$ cat config.mk
export PLATFORM = sky130hd
export DESIGN_NAME = hpdmc_rdcapture
export DESIGN_NICKNAME = d
export VERILOG_FILES = /design/src/rtl/hpdmc_rdcapture.sv
export SDC_FILE = /design/constraint.sdc
export NUM_CORES = 1
export LEC_CHECK = 0
export CAP_MARGIN = 15
export CORE_ASPECT_RATIO = 1.25
export CORE_MARGIN = 4
export CORE_UTILIZATION = 33
export CTS_CLUSTER_DIAMETER = 60
export DETAILED_ROUTE_END_ITERATION = 8
export PLACE_DENSITY_LB_ADDON = 0.1
export SYNTH_ARGS = -nofsm -noshare
export SYNTH_HDL_FRONTEND = slang
export SYNTH_SLANG_ARGS = --single-unit
export TNS_END_PERCENT = 5
$ cat constraint.sdc
create_clock -name sys_clk -period 4.6 [get_ports sys_clk]
set_input_delay 0.69 -clock sys_clk [delete_from_list [all_inputs] [get_ports sys_clk]]
set_output_delay 0.69 -clock sys_clk [all_outputs]
set_load 0.01 [all_outputs]
$ cat src/rtl/hpdmc_rdcapture.sv
// Purpose: turns DDR edge samples into {fall,rise} words, one burst of BURST beats per read, after a per-read latency.
// Latency: window opens cfg_lat cycles after read_start; each beat shows on out_valid one cycle after its capture.
// Backpressure: out_valid/out_ready FIFO; a beat arriving while the FIFO is full (and not popped) is dropped and flagged.
module hpdmc_rdcapture #(
  parameter int DW         = 32,
  parameter int BURST      = 4,
  parameter int MAX_LAT    = 15,
  parameter int FIFO_DEPTH = 8
) (
  input  logic              sys_clk,
  input  logic              sys_rst,
  input  logic [3:0]        cfg_lat,
  input  logic              read_start,
  input  logic [DW-1:0]     dq_rise,
  input  logic [DW-1:0]     dq_fall,
  output logic [2*DW-1:0]   out_data,
  output logic              out_last,
  output logic              out_valid,
  input  logic              out_ready,
  output logic              busy,
  output logic              err_overlap,
  output logic              err_overflow,
  input  logic              err_clr
);

  localparam int CW   = (BURST > 1) ? $clog2(BURST) : 1;
  localparam int PW   = $clog2(FIFO_DEPTH);
  localparam int NW   = $clog2(FIFO_DEPTH + 1);
  localparam int EW   = 2 * DW + 1;
  localparam logic [CW-1:0] CNT_INIT = CW'(BURST - 1);
  localparam logic [NW-1:0] CNT_FULL = NW'(FIFO_DEPTH);

  // Delay line: bit i set means a window opens i cycles after the current one.
  logic [MAX_LAT-1:0] r_dly;
  logic [MAX_LAT-1:0] w_dly_next;
  int                 w_lat;

  // Beat counter state: r_active means the current cycle continues a burst at beat count r_cnt.
  logic               r_active;
  logic [CW-1:0]      r_cnt;

  logic               w_open;
  logic               w_beat;
  logic [CW-1:0]      w_cnt;
  logic               w_beat_last;
  logic               w_overlap;

  // FIFO storage: entry = {last, fall, rise}.
  logic [EW-1:0]      r_mem [FIFO_DEPTH];
  logic [PW-1:0]      r_wr_ptr;
  logic [PW-1:0]      r_rd_ptr;
  logic [NW-1:0]      r_count;
  logic               w_full;
  logic               w_empty;
  logic               w_pop;
  logic               w_push;
  logic               w_drop;
  logic [PW-1:0]      w_head_idx;
  logic [EW-1:0]      w_head;

  logic               r_err_overlap;
  logic               r_err_overflow;

  // Effective latency: 0 behaves as 1, anything above the delay-line length clamps to it.
  always_comb begin
    w_lat = int'(cfg_lat);
    if (w_lat == 0) w_lat = 1;
    if (w_lat > MAX_LAT) w_lat = MAX_LAT;
  end

  // Shift pending opens toward slot 0 and schedule the new request at its own latency.
  always_comb begin
    w_dly_next = {1'b0, r_dly[MAX_LAT-1:1]};
    for (int i = 0; i < MAX_LAT; i++) begin
      if (read_start && (i == w_lat - 1)) w_dly_next[i] = 1'b1;
    end
  end

  assign w_open      = r_dly[0];
  assign w_beat      = w_open | r_active;
  assign w_cnt       = w_open ? CNT_INIT : r_cnt;
  assign w_beat_last = (w_cnt == '0);
  // Any open that lands on a cycle still owned by the previous burst cuts that burst short.
  assign w_overlap   = w_open & r_active;

  // Delay line register.
  always_ff @(posedge sys_clk) begin
    if (sys_rst) r_dly <= '0;
    else         r_dly <= w_dly_next;
  end

  // Beat counter: restart at BURST-1 on open, count down, go idle after beat 0.
  always_ff @(posedge sys_clk) begin
    if (sys_rst) begin
      r_active <= 1'b0;
      r_cnt    <= '0;
    end else if (w_beat) begin
      if (w_beat_last) begin
        r_active <= 1'b0;
        r_cnt    <= '0;
      end else begin
        r_active <= 1'b1;
        r_cnt    <= w_cnt - CW'(1);
      end
    end
  end

  assign w_full  = (r_count == CNT_FULL);
  assign w_empty = (r_count == '0);
  assign w_pop   = ~w_empty & out_ready;
  // A pop in the same cycle frees the slot, so a full FIFO still takes the beat.
  assign w_push  = w_beat & (~w_full | w_pop);
  assign w_drop  = w_beat & w_full & ~w_pop;

  // FIFO storage writes.
  always_ff @(posedge sys_clk) begin
    if (sys_rst) begin
      for (int i = 0; i < FIFO_DEPTH; i++) r_mem[i] <= '0;
    end else if (w_push) begin
      r_mem[r_wr_ptr] <= {w_beat_last, dq_fall, dq_rise};
    end
  end

  // FIFO pointers and occupancy.
  always_ff @(posedge sys_clk) begin
    if (sys_rst) begin
      r_wr_ptr <= '0;
      r_rd_ptr <= '0;
      r_count  <= '0;
    end else begin
      if (w_push) r_wr_ptr <= r_wr_ptr + PW'(1);
      if (w_pop)  r_rd_ptr <= r_rd_ptr + PW'(1);
      case ({w_push, w_pop})
        2'b10:   r_count <= r_count + NW'(1);
        2'b01:   r_count <= r_count - NW'(1);
        default: r_count <= r_count;
      endcase
    end
  end

  // When empty, show the slot just popped so out_data holds its last value.
  assign w_head_idx = w_empty ? (r_rd_ptr - PW'(1)) : r_rd_ptr;
  assign w_head     = r_mem[w_head_idx];

  // Sticky error flags; a new set wins over a simultaneous clear.
  always_ff @(posedge sys_clk) begin
    if (sys_rst) begin
      r_err_overlap  <= 1'b0;
      r_err_overflow <= 1'b0;
    end else begin
      r_err_overlap  <= w_overlap | (r_err_overlap  & ~err_clr);
      r_err_overflow <= w_drop    | (r_err_overflow & ~err_clr);
    end
  end

  assign out_data     = w_head[2*DW-1:0];
  assign out_last     = w_head[2*DW];
  assign out_valid    = ~w_empty;
  assign busy         = (|r_dly) | r_active;
  assign err_overlap  = r_err_overlap;
  assign err_overflow = r_err_overflow;

endmodule

Yosys cells after proc, flatten, opt, wreduce, memory -nomap -nowiden
Memories as Yosys holds them, arrays and structs flattened. Index checks and enable logic that the tools add are counted.

Bits in registers: 30. RAM bits: 520. Output and inout port bits: 69. Word-level logic and storage cells: 102. Memories kept: 1.

Add/sub/neg operators: 7. $lt $le $gt $ge: 1. Eq/ne operators: 17. Muxes and demuxes: 30. Bitwise operators: 16. Reduce and logical (&&, ||, !) cells: 22.

Memories: r_mem (words 8, width 65, read ports 1, clocked after Yosys merged registers in 0, write ports 8, RTL line 49) `logic [EW-1:0] r_mem [FIFO_DEPTH];`.

Operator list (number): 5-bit by 32-bit equality test with 1-bit output, first input constant (7); 4-bit by 32-bit equality test with 1-bit output, first input constant (4); 65-bit 2-to-1 mux (1); 65-bit OR reduction (1); 3-bit by 32-bit equality test with 1-bit output, first input constant (2); 2-bit by 32-bit equality test with 1-bit output, first input constant (1); 32-bit by 5-bit > comparator with 1-bit output, second input constant (1); 32-bit logical NOT (1); 32-bit 2-to-1 mux (1); 32-bit by 2-bit subtractor with 32-bit output, second input constant (1); 1-bit 2-to-1 mux (22); 1-bit logical AND (15); 15-bit OR reduction (1); 4-bit logical NOT (2); 4-bit one-hot mux with 2 select lines (1); 1-bit bitwise AND (7); 3-bit by 1-bit adder with 3-bit output, second input constant (2); 3-bit 2-to-1 mux (2); 1-bit OR (5); 4-bit by 1-bit adder with 4-bit output, second input constant (1); 4-bit equality test, second input constant (1); 2-bit 2-to-1 mux (2); 4-bit 2-to-1 mux (1); 1-bit NOT (4); other kinds (7) (7).

Longest topological paths before layout
Gate-level depths: netlist (run 1).

Word-level depth: 10. Mapped depth: 15.

Worst setup path after synthesis (run 1)
Ideal clock, no wire load.

Path type: reg-to-output. Start point: register r_rd_ptr[1]. End point: output port out_data[21]. Arrival: 3.078 ns. Setup slack: 0.832 ns. Cell stages (with the launch flop): 13. Path buffers: 6. Cells stage by stage: dfxtp_1 clkbuf_1 buf_2 buf_2 inv_1 ha_1 clkbuf_1 nand2_1 clkbuf_1 buf_1 nor3_1 or4_1 o31ai_1.

Longest elaborated chain between the ends: 3.

Ends and longest elaborated chain: from (decl) (RTL line 51) `logic [PW-1:0] r_rd_ptr;`; from (signal assigned) (RTL line 132) `if (w_pop) r_rd_ptr <= r_rd_ptr + PW'(1);`; 3-bit by 1-bit subtractor with 3-bit output (RTL line 142) `assign w_head_idx = w_empty ? (r_rd_ptr - PW'(1)) : r_rd_ptr;`; 3-bit 2-to-1 mux (*) (RTL line 142); memory read 8 x 65 bit (*); to (decl) (RTL line 16) `output logic [2*DW-1:0] out_data,`.

Mark *: on every way between the ends. The rest lies on a longest branch, timed or not.

Final worst setup path (run 1)
Start point: register r_count[1]. End point: output port out_data[11].

Longest elaborated chain between the ends: 3.

Ends and longest elaborated chain: from (decl) (RTL line 52) `logic [NW-1:0] r_count;`; from (signal assigned) (RTL line 134) `2'b10: r_count <= r_count + NW'(1);`; from (signal assigned) (RTL line 135) `2'b01: r_count <= r_count - NW'(1);`; from (signal assigned) (RTL line 136) `default: r_count <= r_count;`; 4-bit logical NOT (RTL line 109) `assign w_empty = (r_count == '0);`; 3-bit 2-to-1 mux (RTL line 142); memory read 8 x 65 bit.

No other way between the ends.

==> results of run 1 <==
kinds of logic after synthesis:
family,count (synthesis),synth area share [%]
simple gates,994,20.87
flops,550,57.89
buf+inv,227,3.439
mux,198,13.18
compound gates,167,4.096
xor+xnor,7,0.2189
fa+ha+maj,7,0.3126
stage by stage:
step / worst slack [ps] / instances
after global routing: -28.16 / 3367
after floorplan: 832.0 / 2150
after detailed placement: 448.2 / 3244
final: 65.55 / 3372
after global placement: 498.3 / 3244
after CTS: -69.49 / 3359
what timing repair did:
action | in CTS | in global routing
cloned | 1 | 0
hold buffers | 0 | 0
gates resized for setup | 23 | 6
endpoints found under the hold margin | 0 | 0
pin swaps | 1 | 1
setup endpoints to repair | 52 | 42
setup buffers | 0 | 7
worst max-delay path, cell delays in order (launching register included):
cell,delay [ps]
dfxtp_2,380
nor4_4,650
buf_12,440
nor3_1,90
or4_1,530
o31ai_1,480
clkdlybuf4s50_1,650
how the worst max path moves through the flow:
stage | end | slack, ps | cells past startpoint
floorplan | out_data[21] | 830 | 12
global placement | out_data[0] | 500 | 7
detailed placement | out_data[0] | 450 | 7
CTS | out_data[31] | -70 | 9
global route | out_data[13] | -30 | 6
finish | out_data[11] | 70 | 6
placed cells by master (no fill, tap or decap), types with 9 or more instances in the layout:
cell type and count:
buf_4 47, buf_12 23, dfxtp_1 25, and3_1 129, clkdlybuf4s50_1 141, inv_1 15, nand3_1 69, o31ai_1 55
clkinv_1 12, mux4_2 130, clkbuf_16 71, nor3_1 262, buf_6 9, clkbuf_1 18, and2_1 385, edfxtp_1 520
or4_1 65, mux2_2 66, o22ai_1 65, a21oi_1 16, nor2_1 29, o31ai_2 9
registers in the layout, indices dropped and copies added (netlist names):
signal / cells
r_mem: 520
r_count: 4
err_overflow: 1
r_rd_ptr: 3
r_dly: 15
r_active: 1
r_cnt: 2
err_overlap: 1
r_wr_ptr: 3
per-layer routing:
layer  part of all wire [%]  routed length, um
met1                     41              38030
met2                     52              48800
met3                    4.8               4481
met4                    2.5               2318
met5                  0.033                 31
report_power, final:
part,internal [uW],total [uW],switching (uW)
clock,3020,5110,2090
combinational,3880,8880,5000
sequential,5650,5750,105
total,12500,19700,7200
area by class of cell:
cell class                 count  area (um^2)
antenna                        6        15.01
clock buffer                  92         1886
clock inverter                22        183.9
fill                        7879        51060
inverter                      16        65.06
multi-input combinational   1373        11060
sequential                   550        16230
tap                         1089         1363
timing repair buffer         224         2416
==> impl_results.md, run 1 <==
- Fin Setup TNS: 0 ps
- Slew margin rel.: 26.84%
- Vias in the first global route: 20.14k
- Critical Path RT: 3910 ps
- Post-synth net total: 2230
- Core Box Area: 84270 um^2
- PortBufs: 141
- DIE WIDTH: 268.6 um
- Post-synth top flop: edfxtp_1
- R2R depth: 12
- Max Freq: 220.5 MHz
- Hold Path Class: flip-flop to flip-flop
- Clk pin slew, worst setup/hold paths: 60 ps
- Hold Worst Slack: 469.9 ps
- Reg-to-Reg Start: r_count[1]
- Hold Startpoint: r_dly[7]
- Total Power: 19750 uW
- Clk buf depth: 3
- Total GRT Usage: 20.63%
- Worst vdd rail ir drop: 0.0004910 V
- Skew-Pair Late Insertion Delay: 600 ps
- TritonCTS Buffers: 67
- Fin. max-slew vios: 0
- MaxCap Viol Count: 0
- Power density cells: 594.5 nW/um^2
- Seq cells post-synth: 550
- Share of cells above drive strength 1: 17.92%
- Core Util, Final: 39.41%
- Area grow syn2layout: 18.56%
- Grt met3 use: 3.091%
- First-pass GRT wire length: 136500 um
- Peak-usage layer in the global routing report: met2
- Crit path max fanout: 66
- WHS Path Cells: 2
- Final period util: 98.58%
- Number of flops mapped to enable cells by yosys: 520
- Grt met2 use: 36.82%
- Share of the synthesized area in the top cell type: 55.74%
- Synth warn: 0
- Nets: 2312
- HPWL after DPL: 51360 um
- Vias: 19.16k
- Total gr overflow: 0
- Die H: 333.7 um
- Async set-reset flop share out of synthesis: 0%
- Design area: 33210 um^2
- Clk_skew: 17.28 ps
- Ranking of synthesized cells by area: edfxtp_1 56%, mux4_2 10%, and2_1 8.6%
- Die area: 89640 um^2
- Vias/cell: 5.683
- I/O Pins: 142
- Wirelength per Cell: 27.78 um
- Synth cell types: 50
- Worst slew pin tran: 1097 ps
- Hold Path Sink: r_dly[6]
- Post-synth top cells: 520 x edfxtp_1, 386 x and2_1, 262 x nor3_1
- Cell Area, Synth: 28010 um^2
- Worst reg-to-reg setup slack: 1570 ps
- Post-synthesis sequential area ratio: 57.89%
- Worst r2r dst: r_count[2]
- Root buf cell: clkbuf_16
- ANT nets after route: 0
- Initial antenna violation count: 7
- H-tree Lvls: 3
- Area leader, netlist: edfxtp_1
- Startpoint types: flip-flop
- Drt first pass iters: 6
- Count leader, synth: edfxtp_1
- Leak: 0.01212 uW
- CTS Sinks: 550
- Final Critical Period: 4534 ps
- Final Setup Violations: 0
- RSZ-0062 raised after global routing: true
- WL final: 93670 um
- Remaining DRCs: 0
- Met1 usage: 25.72%
- Status: finished, final reports clean
- CP Launch Point: r_count[1]
- Synth Instances: 2150
- Initial DRC count: 1665
- Endpoint class of the critical path: output pin
- Crit path DAT: 3840 ps
- Hold violation count in the final report: 0
- Placer Congestion: 0.7290
- Area after DPL: 30910 um^2
- CTS tree: built
- Type of the worst setup path: flip-flop to output pin
- Avg Cell Area, Syn: 13.03 um^2
- Pin count of the biggest net entering global routing: 78
- Initial Util: 33.24%
- FP Rows: 119
Power figures use the tool's default switching activity.
==> inputs of run 2 (changes only) <==
- CORE_MARGIN: 4 -> 8
==> impl_results.md, run 2 (synthesis results as in run 1) <==
- Status: finished, final reports clean (unchanged)
- Max Freq: 222.9 MHz (was 220.5 MHz)
- Crit path max fanout: 21 (was 66)
- Drt first pass iters: 5 (was 6)
- MaxCap Viol Count: 0 (unchanged)
- Power density cells: 594.2 nW/um^2 (was 594.5 nW/um^2)
- Hold violation count in the final report: 0 (unchanged)
- Commonest non-fill, non-tap cell in the layout: edfxtp_1 (unchanged)
- Startpoint types: flip-flop (unchanged)
- Slowest cell on the critical path: o41ai_1 (was nor4_4)
- P_sw: 7175 uW (was 7199 uW)
- Type of the worst setup path: flip-flop to output pin (unchanged)
- Sw frac: 36.50% (was 36.46%)
- CTS tree: built (unchanged)
- Vias/cell: 5.641 (was 5.683)
- Total Power: 19660 uW (was 19750 uW)
- Clk buf depth: 3 (unchanged)
- Pin count of the biggest net entering global routing: 108 (was 78)
- Fin Setup TNS: 0 ps (unchanged)
- Crit path DAT: 3800 ps (was 3840 ps)
- I/O Pins: 142 (unchanged)
- Worst slew pin tran: 1222 ps (was 1097 ps)
- Max FFs per register: 520 (unchanged)
- Core Box Area: 84120 um^2 (was 84270 um^2)
- CTS Sinks: 550 (unchanged)
- RSZ-0062 raised after global routing: true (unchanged)
- Initial antenna violation count: 6 (was 7)
- Nets: 2307 (was 2312)
- Crit-path max cell delay: 670 ps (was 650 ps)
- Die H: 341.7 um (was 333.7 um)
- CP cell instances: o41ai_1 -> buf_4 -> a2bb2oi_4 -> buf_4 -> o22ai_1 -> o31ai_1 -> clkdlybuf4s50_1 (was nor4_4 -> buf_12 -> nor3_1 -> or4_1 -> o31ai_1 -> clkdlybuf4s50_1)
- Die area: 94530 um^2 (was 89640 um^2)
- Fillers: 7856 (was 7879)
- Crit path top cell by count: buf_4
- Slew margin rel.: 18.51% (was 26.84%)
- Endpoint class of the critical path: output pin (unchanged)
- Fin. max-slew vios: 0 (unchanged)
- ANT nets after route: 0 (unchanged)
- CP top delay family: compound AO/OA/AOI/OAI gates (was simple AND/OR/NAND/NOR gates)
- PortBufs: 141 (unchanged)
- Internal power: 12480 uW (was 12550 uW)
- Placer Congestion: 0.7378 (was 0.7290)
- Wirelength per Cell: 27.68 um (was 27.78 um)
- WL final: 93270 um (was 93670 um)
- Top Registers: r_mem x520, r_dly x15, r_count x4 (unchanged)
- Combinational share of power: 44.9% (was 45.0%)
- FP Rows: 119 (unchanged)
- Share of cells above drive strength 1: 17.62% (was 17.92%)
- Leak: 0.01209 uW (was 0.01212 uW)
- Commonest non-fill, non-tap cells in the layout: 520 x edfxtp_1, 385 x and2_1, 262 x nor3_1 (unchanged)
- Worst reg-to-reg setup slack: 1480 ps (was 1570 ps)
- Initial Util: 33.30% (was 33.24%)
- Critical Path RT: 3910 ps (about the same)
- Worst vdd rail ir drop: 0.0005106 V (was 0.0004910 V)
- Setup ws final: 114.7 ps (was 65.55 ps)
- Hold Buf Count CTS: 0 (unchanged)
- Vias in the first global route: 20.49k (was 20.14k)
- Clk pwr share: 25.8% (was 25.9%)
- Most flops, register: r_mem (unchanged)
- Sequential share of power: 29.3% (was 29.1%)
- Total GRT Usage: 19.39% (was 20.63%)
- Final Setup Violations: 0 (unchanged)
- Worst slack, placed: 543.1 ps (was 448.2 ps)
- Total gr overflow: 0 (unchanged)
- Initial DRC count: 1403 (was 1665)
- HPWL after DPL: 50660 um (was 51360 um)
- Clk_skew: 26.33 ps (was 17.28 ps)
- TritonCTS Buffers: 66 (was 67)
- WP buf/inv: 3 (was 2)
- H-tree Lvls: 3 (unchanged)
- DIE WIDTH: 276.6 um (was 268.6 um)
- Vias: 19.01k (was 19.16k)
- First-pass GRT wire length: 137400 um (was 136500 um)
- Area grow syn2layout: 18.10% (was 18.56%)
- Skew-Pair Late Insertion Delay: 610 ps (was 600 ps)
- Clk pin slew, worst setup/hold paths: 60 ps (about the same)
- Hold Path Class: flip-flop to flip-flop (unchanged)
- Final Critical Period: 4485 ps (was 4534 ps)
- Final period util: 97.51% (was 98.58%)
- Root buf cell: clkbuf_16 (unchanged)
- Remaining DRCs: 0 (unchanged)
run 2: cell count changes in the layout (fill, tap and decap cells not counted), sizes merged:
cell      change
buf           -5
bufinv        -1
clkbuf        -2
clkinv        +8
clkinvlp      -1
diode         -2
run 2: final cells by class:
cell class	count	area, um^2	share of cell area [%]
Clock inverter	28	186.4	0.5635
Multi-Input combinational cell	1373	11030	33.33
Sequential cell	550	16220	49.04
Antenna cell	4	10.01	0.03026
Tap cell	1089	1363	4.119
Timing Repair Buffer	220	2322	7.019
Inverter	16	67.56	0.2042
Clock buffer	89	1884	5.696
run 2: worst paths after layout:
check                           cells after the start           end       start
worst min-delay path                                2     r_dly[11]   r_dly[12]
worst min register to register                      2     r_dly[11]   r_dly[12]
worst max register to register                      6  r_mem[2][41]    r_dly[0]
worst max-delay path                                7   out_data[1]  r_count[0]
run 2: what timing repair did:
action | in CTS | in global routing
endpoints found under the setup margin | 32 | 7
gates resized for setup | 2 | 8
setup buffers | 2 | 0
pin swaps | 1 | 0
gates cloned | 1 | 0
run 2: worst register-to-register path, cell delays in order (launching register included):
cell and delay, ps:
dfxtp_1 570, nor2_1 250, a2111oi_4 560, buf_4 370, and3b_2 290, or2_4 150
buf_4 510
run 2: stage by stage:
stage                     cell area [um^2]  utilization (%)  hold slack [ps]  instances
after global placement               30900            36.74            454.7       3245
after detailed placement             30900            36.74            459.7       3245
after floorplan                      28010                -            433.3       2150
final                                33080            39.33            465.9       3369
after CTS                            33040            39.28            471.7       3365
after global routing                 33080            39.32            494.0       3366
run 2: per-layer routing:
layer  track usage (%)  wire length, um  vias up
li1                  -                -     8445
met1             23.84            38690     9844
met2             34.20            47130      556
met3             3.250             4793      158
met4             6.932             2646        2
met5                 0                7        -
run 2: power by group through the flow:
stage / clock network (uW) / registers (uW) / logic [uW]
CTS: 5210 / 5750 / 8980
global placement: 0 / 5840 / 8780
floorplan: 0 / 5810 / 4670
finish: 5080 / 5750 / 8820
global route: 5380 / 5770 / 9430
detailed placement: 0 / 5850 / 8800
==> inputs of run 3 (changes only) <==
--- a/config.mk
+++ b/config.mk
@@ -6,5 +6,5 @@
 export NUM_CORES = 1
 export LEC_CHECK = 0
-export CAP_MARGIN = 15
+export CAP_MARGIN = 5
 export CORE_ASPECT_RATIO = 1.25
 export CORE_MARGIN = 8
==> constraint.sdc (replaced) <==
create_clock -name sys_clk -period 4.6 [get_ports sys_clk]
set_input_delay 1.15 -clock sys_clk [delete_from_list [all_inputs] [get_ports sys_clk]]
set_output_delay 1.15 -clock sys_clk [all_outputs]
set_load 0.01 [all_outputs]
==> impl_results.md, run 3 (synthesis results as in run 1) <==
- Slew margin rel.: 33.42% (was 18.51%)
- Area of the multi-input gates: 11200 um^2 (was 11030 um^2)
- Root buf cell: clkbuf_16 (unchanged)
- HPWL after DPL: 52070 um (was 50660 um)
- ANT nets after route: 0 (unchanged)
- Worst r2r dst: r_count[2] (was r_mem[2][41])
- CP cell instances: nor4_4 -> buf_4 -> inv_8 -> buf_16 -> buf_12 -> nor3_1 -> or4_1 -> o31ai_1 -> buf_4 -> clkdlybuf4s50_1 (was o41ai_1 -> buf_4 -> a2bb2oi_4 -> buf_4 -> o22ai_1 -> o31ai_1 -> clkdlybuf4s50_1)
- Crit path max fanout: 34 (was 21)
- Slowest cell on the critical path: clkdlybuf4s50_1 (was o41ai_1)
- Initial DRC count: 1432 (was 1403)
- Sw frac: 36.77% (was 36.50%)
- Worst slew pin tran: 998.6 ps (was 1222 ps)
- Remaining DRCs: 0 (unchanged)
- Vias in the first global route: 20.73k (was 20.49k)
- FP Rows: 119 (unchanged)
- Final Critical Period: 4578 ps (was 4485 ps)
- Initial Util: 33.30% (unchanged)
- Reg-to-Reg Start: r_count[0] (was r_dly[0])
- Crit path DAT: 3430 ps (was 3800 ps)
- Clk_skew: 18.10 ps (was 26.33 ps)
- Endpoint class of the critical path: output pin (unchanged)
- I/O Pins: 142 (unchanged)
- PortBufs: 141 (unchanged)
- Clk pin slew, worst setup/hold paths: 60 ps (about the same)
- Hold Path Class: flip-flop to flip-flop (unchanged)
- DIE WIDTH: 276.6 um (unchanged)
- Leak: 0.01273 uW (was 0.01209 uW)
- Clk buf depth: 3 (unchanged)
- Startpoint types: flip-flop (unchanged)
- CTS tree: built (unchanged)
- MaxCap Viol Count: 0 (unchanged)
- First-pass GRT wire length: 139100 um (was 137400 um)
- Register area: 16230 um^2 (was 16220 um^2)
- RSZ-0062 raised after global routing: true (unchanged)
- Placer Congestion: 0.7623 (was 0.7378)
- Worst vdd rail ir drop: 0.0006307 V (was 0.0005106 V)
- Top Registers: r_mem x520, r_dly x15, r_count x4 (unchanged)
- Type of the worst setup path: flip-flop to output pin (unchanged)
- Hold Startpoint: r_dly[3] (was r_dly[12])
- Internal power: 12800 uW (was 12480 uW)
- Critical Path RT: 3450 ps (was 3910 ps)
- Fin Setup TNS: 0 ps (unchanged)
- Levels on crit path: 10 (was 7)
- Design area: 33810 um^2 (was 33080 um^2)
- CP top delay family: buffers and inverters (was compound AO/OA/AOI/OAI gates)
- Power density cells: 599.0 nW/um^2 (was 594.2 nW/um^2)
- Crit path top cell by count: buf_4 (unchanged)
- Max FFs per register: 520 (unchanged)
- Final period util: 99.52% (was 97.51%)
- WHS Path Cells: 2 (unchanged)
- Commonest non-fill, non-tap cell in the layout: edfxtp_1 (unchanged)
- H-tree Lvls: 3 (unchanged)
- Wirelength per Cell: 28.00 um (was 27.68 um)
- Pin count of the biggest net entering global routing: 74 (was 108)
- Share of cells above drive strength 1: 19.56% (was 17.62%)
- Most flops, register: r_mem (unchanged)
- Worst reg-to-reg setup slack: 1710 ps (was 1480 ps)
- TritonCTS Buffers: 66 (unchanged)
- Core Box Area: 84120 um^2 (unchanged)
- Total GRT Usage: 19.64% (was 19.39%)
- Skew-Pair Late Insertion Delay: 610 ps (about the same)
- Area grow syn2layout: 20.68% (was 18.10%)
- Final Instance Count excl. Fillers: 3389 (was 3369)
- WL final: 94900 um (was 93270 um)
- Fin. max-slew vios: 0 (unchanged)
- Drt first pass iters: 7 (was 5)
- Core Util, Final: 40.19% (was 39.33%)
- Combinational share of power: 46.1% (was 44.9%)
- Crit-path max cell delay: 540 ps (was 670 ps)
- Total gr overflow: 0 (unchanged)
- Die area: 94530 um^2 (unchanged)
- Nets: 2324 (was 2307)
- Placed Instances: 3255 (was 3245)
- Hold Path Sink: r_dly[2] (was r_dly[11])
- P_sw: 7445 uW (was 7175 uW)
- R2R depth: 13 (was 6)
- Final Setup Violations: 0 (unchanged)
- Status: finished, final reports clean (unchanged)
- Initial antenna violation count: 10 (was 6)
- Vias/cell: 5.695 (was 5.641)
- Max Freq: 218.4 MHz (was 222.9 MHz)
- WP buf/inv: 6 (was 3)
- Hold violation count in the final report: 0 (unchanged)
- CTS Sinks: 550 (unchanged)
- Clk pwr share: 25.5% (was 25.8%)
- Sequential share of power: 28.4% (was 29.3%)
- Commonest non-fill, non-tap cells in the layout: 520 x edfxtp_1, 385 x and2_1, 262 x nor3_1 (unchanged)
- Fillers: 7816 (was 7856)
- Vias: 19.30k (was 19.01k)
- Area after DPL: 31190 um^2 (was 30900 um^2)
- Die H: 341.7 um (unchanged)
run 3: changes by cell type in the layout (fill, tap and decap cells not counted), sizes merged, moves of 3 or more:
| cell | before | now |
|---|---|---|
| buf | 77 | 96 |
| clkdlybuf4s50 | 141 | 85 |
| clkinv | 22 | 25 |
| dlygate4sd2 | 0 | 23 |
| dlymetal6s2s | 0 | 30 |
| inv | 19 | 16 |
run 3: cell type report:
class / count / share of cell area [%]
multi-input cells: 1373 / 33.13
repair buffers: 237 / 8.390
well taps: 1089 / 4.030
diodes: 4 / 0.02961
clock buffers: 91 / 5.603
clock inverters: 29 / 0.6144
flip-flops and latches: 550 / 48.00
inverters: 16 / 0.1999
run 3: routing by layer:
metal,global-route usage (%),routed length [um]
met5,0,41
met1,24.61,39350
met4,6.767,2421
met3,3.387,5260
met2,34.14,47820
run 3: tightest hold or removal path: stages, from the launching register on:
cell and delay (ps):
dfxtp_1 310, inv_1 50, o32ai_1 50
run 3: timing repair:
| item | in CTS | in global routing |
|---|---|---|
| gates cloned | 3 | 0 |
| hold buffers | 0 | 0 |
| gates resized for setup | 69 | 45 |
| setup endpoints to repair | 65 | 38 |
| buffers inserted | 7 | 0 |
| pin swaps | 4 | 1 |
run 3: worst max path at each step:
stage                      from      endpoint  slack [ps]
floorplan           r_rd_ptr[1]  out_data[21]         370
CTS                 r_rd_ptr[0]   out_data[0]        -100
global placement     r_count[0]  out_data[10]         200
finish               r_count[1]  out_data[23]          20
detailed placement   r_count[0]  out_data[10]         180
global route         r_count[3]  out_data[13]        -130
run 3: power groups by stage:
stage	clock, uW	combinational (uW)	sequential, uW
after floorplan	0	4670	5810
after global placement	0	9160	5840
after detailed placement	0	9160	5850
after CTS	5290	9510	5750
after global routing	5470	9940	5770
final	5170	9330	5750
run 3: metrics by stage:
stage | setup slack (ps) | power, uW | hold WS (ps)
floorplan | 372.0 | 10480 | 433.3
global placement | 200.5 | 15000 | 457.1
detailed placement | 181.6 | 15010 | 457.1
CTS | -98.84 | 20550 | 468.1
global route | -131.2 | 21170 | 479.3
finish | 21.85 | 20250 | 474.0
